$ cat config.mk
export PLATFORM = sky130hd
export DESIGN_NAME = ama_riscv_hazard_scoreboard
export DESIGN_NICKNAME = d
export VERILOG_FILES = /design/src/rtl/ama_riscv_hazard_scoreboard.sv
export SDC_FILE = /design/constraint.sdc
export NUM_CORES = 1
export LEC_CHECK = 0
export CAP_MARGIN = 20
export CORE_MARGIN = 2
export CORE_UTILIZATION = 35
export CTS_BUF_LIST = sky130_fd_sc_hd__clkbuf_16
export CTS_CLUSTER_SIZE = 10
export DETAILED_ROUTE_END_ITERATION = 6
export PLACE_DENSITY = 0.86
export SLEW_MARGIN = 20
export SYNTH_ARGS = -nofsm -noshare
export SYNTH_HDL_FRONTEND = slang
export SYNTH_SLANG_ARGS = --single-unit
$ cat constraint.sdc
create_clock -name clk -period 2.2 [get_ports clk]
set_clock_uncertainty 0.1 [all_clocks]
set_input_delay 0.66 -clock clk [delete_from_list [all_inputs] [get_ports clk]]
set_output_delay 0.66 -clock clk [all_outputs]
set_load 0.005 [all_outputs]
$ cat src/rtl/ama_riscv_hazard_scoreboard.sv
// Multi-stage forwarding select and load-use stall generator for the ID stage.
// Optional stall counter: define AMA_RISCV_HAZ_PERF_CNT_EN to build it.
module ama_riscv_hazard_scoreboard #(
    parameter int NUM_SRC    = 2,
    parameter int FWD_STAGES = 2,
    parameter int LOAD_LAT   = 1,
    parameter int RF_ADDR_W  = 5,
    localparam int SEL_W     = $clog2(FWD_STAGES + 1)
) (
    input  logic                         clk,
    input  logic                         rst_n,
    input  logic                         id_valid,
    input  logic [NUM_SRC*RF_ADDR_W-1:0] id_rs_addr,
    input  logic [NUM_SRC-1:0]           id_rs_used,
    input  logic [RF_ADDR_W-1:0]         id_rd_addr,
    input  logic                         id_reg_we,
    input  logic                         id_load,
    input  logic                         pipe_adv,
    input  logic                         flush,
    output logic [NUM_SRC*SEL_W-1:0]     fwd_sel,
    output logic                         stall_id,
    output logic [31:0]                  stall_cnt
);

    // Stage s of the in-flight tracker; index 1 is EX.
    logic [FWD_STAGES:1]  vld_q, we_q, ld_q;
    logic [RF_ADDR_W-1:0] rd_q [1:FWD_STAGES];

    logic [NUM_SRC-1:0]   hazard;
    logic [SEL_W-1:0]     sel_v;
    logic                 rdy_v;
    logic [RF_ADDR_W-1:0] addr_v;

    always_comb begin
        fwd_sel = '0;
        hazard  = '0;
        sel_v   = '0;
        rdy_v   = 1'b1;
        addr_v  = '0;
        for (int i = 0; i < NUM_SRC; i++) begin
            sel_v  = '0;
            rdy_v  = 1'b1;
            addr_v = id_rs_addr[i*RF_ADDR_W +: RF_ADDR_W];
            // Oldest first so the youngest match overwrites it.
            for (int s = FWD_STAGES; s >= 1; s--) begin
                if (vld_q[s] && we_q[s] && (rd_q[s] == addr_v) && (addr_v != '0)) begin
                    sel_v = SEL_W'(s);
                    rdy_v = !ld_q[s] || (s > LOAD_LAT);
                end
            end
            if (id_valid && id_rs_used[i]) begin
                fwd_sel[i*SEL_W +: SEL_W] = sel_v;
            end
            hazard[i] = id_rs_used[i] && !rdy_v;
        end
    end

    assign stall_id = id_valid && !flush && (|hazard);

    always_ff @(posedge clk or negedge rst_n) begin
        if (!rst_n) begin
            vld_q <= '0;
            we_q  <= '0;
            ld_q  <= '0;
            for (int s = 1; s <= FWD_STAGES; s++) begin
                rd_q[s] <= '0;
            end
        end else if (pipe_adv) begin
            // A stalled or flushed ID instruction enters EX as a bubble.
            vld_q[1] <= id_valid && !stall_id && !flush;
            rd_q[1]  <= id_rd_addr;
            we_q[1]  <= id_reg_we;
            ld_q[1]  <= id_load;
            for (int s = 2; s <= FWD_STAGES; s++) begin
                vld_q[s] <= vld_q[s-1];
                rd_q[s]  <= rd_q[s-1];
                we_q[s]  <= we_q[s-1];
                ld_q[s]  <= ld_q[s-1];
            end
        end
    end

`ifdef AMA_RISCV_HAZ_PERF_CNT_EN
    logic [31:0] cnt_q, cnt_d;

    always_comb begin
        cnt_d = cnt_q;
        if (stall_id && pipe_adv && (cnt_q != 32'hFFFF_FFFF)) begin
            cnt_d = cnt_q + 32'd1;
        end
    end

    always_ff @(posedge clk or negedge rst_n) begin
        if (!rst_n) begin
            cnt_q <= '0;
        end else begin
            cnt_q <= cnt_d;
        end
    end

    assign stall_cnt = cnt_q;
`else
    assign stall_cnt = '0;
`endif

endmodule

==> out/results.txt <==
first-pass GRT wire length: 4060 um
synthesized flop and latch total: 15
sequential area share after synthesis: 33.7%
Power Dens Cells: 544 nW/um^2
CTS tree: built
P_sw: 0.264 mW
total gr overflow: 0
GR Util All Layers: 15.5%
detailed placement HPWL: 1880 um
total negative setup slack: -2.14 ns
Leak: 0.823 nW
H-Tree Depth: 1
top post-synthesis cells by area: dfrtp_1 34%, buf_4 22%, mux2_1 14%
final setup vio count: 6
die span in x: 60.4 um
Synth top area share: 33.7%
Seq. cell area: 375 sq um
CP Max Fanout: 3
row cnt: 20
failing checks: setup timing
RSZ-0062 raised after global routing: yes
CTS root buf: clkbuf_16
core area: 3030 sq um
synth warn: 0
sequential share of power: 36.4%
worst min path class: flop to flop
status: complete, but fails checks
r2r startpoint: rd_q[5]
Clk Latency, worst-skew pair: 0.25 ns
internal cell power: 0.700 mW
Synth cell types: 21
total CTS buffers: 3
Cells after DPL: 193
layout cell share with drive strength beyond 1: 39.4%
final worst slack: -0.468 ns
routed vias: 894
Placement Setup Slack: -1.22 ns
routed wire length: 2770 um
Final Cycle Share: 121%
worst hold path startpoint: we_q[2]
worst hold slack: 0.404 ns
leading area contributor after synthesis: dfrtp_1
Cell Area, Synth: 1110 sq um
crit path time final: 2.67 ns
largest net degree at the start of global routing: 17
vias in the first global route: 911
CP Class: input port to primary output
Filler cells: 240
DR vias/cell: 4.28
Critical path origin: id_rs_addr[7]
# diodes: 0
clock network fraction of total power: 37.2%
IO Port Bufs: 28
crit path DAT: 1.91 ns
# IOs: 61
Worst Setup End Kind: primary output
Slew Viols, Final: 0
DRT iter0 DRCs: 3
clk sinks: 15
CTS clk-pin slew, worst paths: 0.05 ns
DRC Markers: 0
MaxCap Viol Count: 0
per-cell routed wire length: 13.3 um
global placement routability congestion: 0.867
Max VDD drop: 0.422 mV
initial antenna violation count: 0
syn avg cell area: 10.2 sq um
Area growth, synth to finish: 59.2%
Hold Vio Cnt, Final: 0
Logic pwr share: 26.5%
Routed Antenna Nets: 0
DR pass1 iterations: 2
most common cell after layout, fill and taps aside: conb_1
Finished Layout Cells: 209
CP startpoint kind: input port
area occupied by multi-input gates: 748 sq um
die height: 60.4 um
CTS max path bufs: 2
f_max: 0.375 GHz
die area: 3650 sq um
most frequent cells in the layout: 32 x conb_1, 19 x buf_4, 15 x dfrtp_1
synthesized instance count: 109
# nets final: 190
initial core utilization: 36.7%
power consumption: 0.964 mW
Switching Fraction: 27.4%
Required @ worst endpoint: 1.44 ns
-- layout make-up --
cell class / count / area share [%]
Clock buffer: 3 / 4.24
Tap cell: 44 / 3.11
Timing Repair Buffer: 55 / 28.7
Multi-Input combinational cell: 90 / 42.3
Clock inverter: 1 / 0.283
Sequential cell: 15 / 21.2
Inverter: 1 / 0.212
-- worst max-delay path, cell delays in order --
cell and delay [ns]:
buf_8 0.10, or4_4 0.53, o21ai_4 0.17, nor4_4 0.08, o21ai_2 0.17, nor3b_1 0.06
buf_2 0.12
-- logic make-up after synthesis --
family,count (synthesis),share of synthesized area (%)
AOI/OAI and AO/OA,4,2.59
muxes,14,14.2
DFF,15,33.7
xor gates and xnor gates,20,15.7
and+or+nand+nor,20,10.7
buffers and inverters,35,22.7
other,1,0.337
-- state kept, by name, summed over array words and instances, names as in the netlist --
name and count:
vld_q 2, ld_q 1, rd_q 10, we_q 2
-- stage by stage --
stage / utilization [%] / instance area, sq um
finish: 58.5 / 1770
detailed placement: 47.6 / 1440
global route: 58.5 / 1770
CTS: 56.9 / 1720
floorplan: - / 1230
global placement: 47.6 / 1440
-- cells in the mapped netlist --
cell type,n
o21ai_2,1
and3_1,1
nor3_1,2
nor4_1,4
inv_1,1
nand2_1,3
and2_1,2
clkbuf_1,1
o21ai_1,2
buf_2,1
xnor2_1,18
xor2_1,2
nor2b_1,1
or4_1,2
mux2_1,14
nor3b_1,1
dfrtp_1,15
nand4_1,4
conb_1,1
buf_4,32
a41o_1,1
-- power groups by stage --
stage	Sequential (mW)	Combinational, mW	Clock, mW
2_1_floorplan	0.339	0.148	0
3_3_place_gp	0.346	0.196	0
3_5_place_dp	0.348	0.203	0
4_1_cts	0.348	0.237	0.366
5_1_grt	0.355	0.277	0.374
6_report	0.351	0.255	0.358
-- path summary, 6_finish.rpt --
kind                       cells past startpoint        to  slack (ns)
max reg2reg                                   12  vld_q[1]       -0.16
min                                            1   we_q[2]        0.40
min reg2reg                                    1   we_q[2]        0.40
min in group asynchronous                      2   rd_q[5]        0.62
max                                            7  stall_id       -0.47
max in group asynchronous                      2   rd_q[4]        1.20
-- metal layers --
layer / track usage, % / routed length, um / vias up
met5: 0 / 0 / -
met2: 25.0 / 1360 / 42
met1: 19.0 / 1160 / 426
met3: 2.35 / 156 / 9
li1: - / - / 417
met4: 11.1 / 89 / 0
-- timing repair --
item | in CTS | in global routing
endpoints found under the setup margin | 6 | 6
pin swaps | 24 | 13
hold buffers | 0 | 0
buffers inserted | 22 | 1
endpoints found under the hold margin | 0 | 0
resized for setup | 97 | 12
Power figures use the tool's default switching activity.
